`src/rtl/encoder_odometry.sv`:
```
// Multi-channel quadrature encoder odometry: synchronizes and glitch-filters A/B,
// decodes steps into wrapping position counters and windowed, saturated velocity.
module encoder_odometry #(
  parameter int NUM_CH     = 2,
  parameter int CNT_W      = 20,
  parameter int VEL_W      = 16,
  parameter int FILT_LEN   = 4,
  parameter int WIN_CYCLES = 500000
) (
  input  logic                      clk_50M,
  input  logic                      reset,
  input  logic [NUM_CH-1:0]         enc_a,
  input  logic [NUM_CH-1:0]         enc_b,
  input  logic [NUM_CH-1:0]         clear,
  output logic [NUM_CH*CNT_W-1:0]   position,
  output logic [NUM_CH*VEL_W-1:0]   velocity,
  output logic                      vel_valid,
  output logic [NUM_CH-1:0]         dir,
  output logic [NUM_CH-1:0]         err
);

  localparam int WIN_W     = (WIN_CYCLES > 1) ? $clog2(WIN_CYCLES) : 1;
  localparam int ACC_MIN_W = $clog2(WIN_CYCLES + 1) + 1;
  // Accumulator must hold a full window of same-direction steps without wrapping.
  localparam int ACC_W     = (ACC_MIN_W > VEL_W + 1) ? ACC_MIN_W : VEL_W + 1;
  localparam int FCNT_W    = 4;

  localparam logic signed [ACC_W-1:0] VMAX = {{(ACC_W-VEL_W+1){1'b0}}, {(VEL_W-1){1'b1}}};
  localparam logic signed [ACC_W-1:0] VMIN = {{(ACC_W-VEL_W+1){1'b1}}, {(VEL_W-1){1'b0}}};

  logic [WIN_W-1:0] win_cnt;
  logic             win_tc;

  assign win_tc = (win_cnt == WIN_W'(WIN_CYCLES - 1));

  always_ff @(posedge clk_50M or negedge reset) begin
    if (!reset) begin
      win_cnt   <= '0;
      vel_valid <= 1'b0;
    end else begin
      win_cnt   <= win_tc ? '0 : win_cnt + WIN_W'(1);
      vel_valid <= win_tc;
    end
  end

  for (genvar i = 0; i < NUM_CH; i++) begin : g_ch
    logic [1:0]              sync1, sync2, filt, filt_d;
    logic [FCNT_W-1:0]       fcnt [2];
    logic                    step_fwd, step_rev, step_bad;
    logic [CNT_W-1:0]        pos_q;
    logic [VEL_W-1:0]        vel_q;
    logic signed [ACC_W-1:0] acc_q, acc_sum;
    logic [VEL_W-1:0]        vel_sat;
    logic                    dir_q, err_q;

    always_ff @(posedge clk_50M or negedge reset) begin
      if (!reset) begin
        sync1  <= 2'b00;
        sync2  <= 2'b00;
        filt   <= 2'b00;
        filt_d <= 2'b00;
        fcnt   <= '{default: '0};
      end else begin
        sync1  <= {enc_a[i], enc_b[i]};
        sync2  <= sync1;
        filt_d <= filt;
        for (int k = 0; k < 2; k++) begin
          if (sync2[k] != filt[k]) begin
            if (fcnt[k] == FCNT_W'(FILT_LEN - 1)) begin
              filt[k] <= sync2[k];
              fcnt[k] <= '0;
            end else begin
              fcnt[k] <= fcnt[k] + FCNT_W'(1);
            end
          end else begin
            fcnt[k] <= '0;
          end
        end
      end
    end

    // {prev, cur} Gray-code decode; both bits flipping together is an illegal jump.
    always_comb begin
      step_fwd = 1'b0;
      step_rev = 1'b0;
      step_bad = 1'b0;
      case ({filt_d, filt})
        4'b00_01, 4'b01_11, 4'b11_10, 4'b10_00: step_fwd = 1'b1;
        4'b01_00, 4'b11_01, 4'b10_11, 4'b00_10: step_rev = 1'b1;
        4'b00_11, 4'b11_00, 4'b01_10, 4'b10_01: step_bad = 1'b1;
        default: ;
      endcase
    end

    always_comb begin
      acc_sum = acc_q;
      if (step_fwd)      acc_sum = acc_q + ACC_W'(1);
      else if (step_rev) acc_sum = acc_q - ACC_W'(1);
      if (acc_sum > VMAX)      vel_sat = VMAX[VEL_W-1:0];
      else if (acc_sum < VMIN) vel_sat = VMIN[VEL_W-1:0];
      else                     vel_sat = acc_sum[VEL_W-1:0];
    end

    always_ff @(posedge clk_50M or negedge reset) begin
      if (!reset) begin
        pos_q <= '0;
        vel_q <= '0;
        acc_q <= '0;
        dir_q <= 1'b1;
        err_q <= 1'b0;
      end else begin
        if (clear[i])      pos_q <= '0;
        else if (step_fwd) pos_q <= pos_q + CNT_W'(1);
        else if (step_rev) pos_q <= pos_q - CNT_W'(1);

        if (clear[i])      err_q <= 1'b0;
        else if (step_bad) err_q <= 1'b1;

        if (step_fwd)      dir_q <= 1'b1;
        else if (step_rev) dir_q <= 1'b0;

        if (win_tc) begin
          vel_q <= vel_sat;
          acc_q <= '0;
        end else begin
          acc_q <= acc_sum;
        end
      end
    end

    assign position[i*CNT_W +: CNT_W] = pos_q;
    assign velocity[i*VEL_W +: VEL_W] = vel_q;
    assign dir[i] = dir_q;
    assign err[i] = err_q;
  end

endmodule

```
`config.mk`:
```
export PLATFORM = sky130hd
export DESIGN_NAME = encoder_odometry
export DESIGN_NICKNAME = d
export VERILOG_FILES = /design/src/rtl/encoder_odometry.sv
export SDC_FILE = /design/constraint.sdc
export NUM_CORES = 1
export LEC_CHECK = 0
export CORE_ASPECT_RATIO = 0.6
export CORE_MARGIN = 1
export CORE_UTILIZATION = 50
export DETAILED_ROUTE_END_ITERATION = 8
export PLACE_DENSITY = 0.71
export SLEW_MARGIN = 20
export SYNTH_ARGS = -nofsm -noshare
export SYNTH_HDL_FRONTEND = slang
export SYNTH_SLANG_ARGS = --single-unit
```
`constraint.sdc`:
```
create_clock -name clk_50M -period 7 [get_ports clk_50M]
set_input_delay 1.4 -clock clk_50M [delete_from_list [all_inputs] [get_ports clk_50M]]
set_output_delay 1.4 -clock clk_50M [all_outputs]
set_load 0.02 [all_outputs]
```
==> summary.md <==
| Metric | Value |
|---|---|
| Site Rows | `38` |
| Crit path kind | `reg2reg` |
| Synth top area share | `43.86%` |
| Crit start category | `flip-flop` |
| Period minus WS final | `4.541 ns` |
| Drt via density | `5.702` |
| Crit path DAT | `4.85 ns` |
| Post-synth top cells | `dfrtp_1 (166), nor2_1 (132), nand2_1 (83)` |
| Cell taking the most area after synthesis | `dfrtp_1` |
| Number of global-route vias before repair | `between 6000 and 7000` |
| Place WS | `2.572 ns` |
| Number of buffers added for setup after CTS | `0` |
| Die height | `108.6 um` |
| Crit path max fanout | `22` |
| Total Routing Usage GR | `23.20%` |
| Root Driver | `clkbuf_16` |
| EDFF count, synth | `0` |
| PortBufs | `84` |
| Fin worst setup slack | `2.459 ns` |
| CP bufs+invs | `1` |
| Diode count | `0` |
| First-pass GRT wire length | `36020 um` |
| Worst setup EP type | `flip-flop` |
| Critical Path RT | `roughly 7.3 ns` |
| Max clock buf depth | `2` |
| Via count | `7526` |
| Layout cell share with drive strength beyond 1 | `~7.9%` |
| WL per Instance | `16.28 um` |
| GRT Residual Overflow | `0` |
| Clock slew at reported path FFs | `0.07 ns` |
| Final GP Congestion | `0.9066` |
| Most frequent cell after synthesis | `dfrtp_1` |
| Pins Over Slew Limit | `0` |
| DP HPWL | `about 15000 um` |
| Synth area leaders | `dfrtp_1 (44%), xnor2_1 (6.0%), ha_1 (5.9%), nor2_1 (5.2%), a21oi_1 (4.1%)` |
| Cell area after synthesis | `9472 um^2` |
| Syn_nets | `1052` |
| Initial core utilization | `51.74%` |
| Routed wire length | `21500 um` |
| Final period utilization | `64.88%` |
| Status | `complete, but fails checks` |
| Antenna-violating nets left | `0` |
| Fin. Hold Viols | `0` |
| Post-layout nets | `1122` |
| Unrepaired setup endpoints after global routing | `false` |
| Total CTS buffers | `17` |
| Most frequently used flop master after synthesis | `dfrtp_1` |
| Avg Cell Area, Syn | `around 9.5 um^2` |
| Part of the Yosys area used for sequential elements | `44.41%` |
| CP max stage cell | `inv_1` |
| Clock Skews | `0.01541 ns` |
| Async S/R FF share, synth | `100.0%` |
| Crit path cell chain | `xor2_1 > nor2_2 > inv_1 > ha_1 > a211oi_1 > nor2_1 > a211o_1 > o31a_1 > nand4bb_1 > a221o_1 > a31oi_1 > mux2i_1 > mux2_2` |
| Placeable Area | `between 15000 and 20000 um^2` |
| Die area | `19520 um^2` |
| Post-CTS resize count | `0` |
| First-iteration detailed-routing DRC count | `670` |
| H-tree Lvls | `4` |
| Mapped Cells | `approximately 1000` |
| Hold WC Path Type | `reg2reg` |
| Area grow syn2layout | `17.46%` |
| Initial antenna violation count | `0` |
| DRT Pass-1 Iters | `7` |
| DIE WIDTH | `179.7 um` |
| Worst-skew pair later-pin latency | `0.43 ns` |
| TritonCTS clock tree | `done` |
| Synth cell types | `67` |
| Hold buffer count at cts | `0` |
| Relative slew slack | `35.92%` |
| Yosys reg bits | `168` |
| Failing checks | `design-rule violations` |
| Residual DRC | `3` |
| Clock tree sinks | `~170` |
| IO Pins | `85` |
| Max_cap viols | `0` |
| Largest net degree at the start of global routing | `92` |
| Sum Neg Setup Slack | `0 ns` |
| Final setup fails | `0` |
| Yosys warns | `0` |
| Slew @ Worst Pin | `0.9582 ns` |
| Max stage delay on crit path | `0.49 ns` |
| FMAX | `around 220 MHz` |
| Crit path max-delay family | `compound AO/OA/AOI/OAI gates` |
[through the flow]
| step | util, % | cell area [um^2] | instances | hold slack [ns] |
|---|---|---|---|---|
| final | 60.78 | 11130 | 1320 | 0.3479 |
| after global placement | 57.27 | 10480 | 1287 | 0.3334 |
| after global routing | 60.78 | 11130 | 1320 | 0.3630 |
| after CTS | 60.67 | 11110 | 1319 | 0.3510 |
| after detailed placement | 57.27 | 10480 | 1287 | 0.3356 |
| after floorplan | - | 9472 | 997 | 0.3312 |
[registers in the layout, indices dropped and copies added (netlist names)]
register and count:
g_ch.sync1 4, vel_valid 1, win_cnt 19, g_ch.fcnt 16, g_ch.acc_q 40, g_ch.filt 4
g_ch.vel_q 32, g_ch.dir_q 2, g_ch.err_q 2, g_ch.filt_d 4, g_ch.sync2 4, g_ch.pos_q 40
[layer usage]
| layer | vias up | part of all wire [%] | global-route usage (%) |
|---|---|---|---|
| met5 | - | 0 | 0 |
| met4 | 0 | 1.0 | 6.404 |
| met3 | 28 | 5.4 | 4.542 |
| met2 | 210 | 40 | 31.81 |
| met1 | 3661 | 54 | 36.56 |
| li1 | 3627 | - | - |
[kinds of logic after synthesis]
group / synth area share (%)
AO/OA/AOI/OAI: 13.75
XOR/XNOR: 10.32
adder cells (fa/ha/maj): 6.367
buffers and inverters: 2.946
flip-flops: 44.41
multiplexers: 0.9380
AND/OR/NAND/NOR: 21.27
[layout make-up]
type	instances	area, um^2
Clock buffer	19	442.9
Clock inverter	13	178.9
Fill cell	1516	7179
Inverter	22	82.58
Multi-Input combinational cell	766	5000
Sequential cell	168	4207
Tap cell	240	300.3
Timing Repair Buffer	92	914.6
[worst paths after layout]
check | startpoint | to | slack (ns) | depth (start not counted)
worst max-delay path | g_ch[0].filt[1]$_DFFE_PN0P_ | g_ch[0].pos_q[19]$_DFFE_PN0P_ | 2.46 | 13
worst min-delay path | g_ch[0].sync1[1]$_DFF_PN0_ | g_ch[0].sync2[1]$_DFF_PN0_ | 0.35 | 0
worst max register to register | g_ch[0].filt[1]$_DFFE_PN0P_ | g_ch[0].pos_q[19]$_DFFE_PN0P_ | 2.46 | 13
worst min register to register | g_ch[0].sync1[1]$_DFF_PN0_ | g_ch[0].sync2[1]$_DFF_PN0_ | 0.35 | 0
max in group asynchronous | reset | g_ch[0].dir_q$_DFFE_PN1P_ | 4.65 | 3
min in group asynchronous | reset | g_ch[1].pos_q[16]$_DFFE_PN0P_ | 1.04 | 1
[cell usage in the layout (no fill, tap or decap), types with 9 or more instances in the layout]
cell	count
nand2b_1	41
dfrtp_1	166
a21oi_1	77
or3_1	12
nor3_1	20
clkdlybuf4s50_1	83
a211oi_1	9
nor2b_1	13
a21oi_2	11
a31oi_1	15
nand4_1	11
nor2_1	132
ha_1	45
nand3_1	32
o21ai_0	28
inv_1	22
clkbuf_16	17
and3_1	13
a21o_1	14
nand2_1	83
xnor2_1	65
xor2_1	40
Power is not shown: default switching activity piles up to over one toggle a cycle in this logic, so the estimate is an artifact.
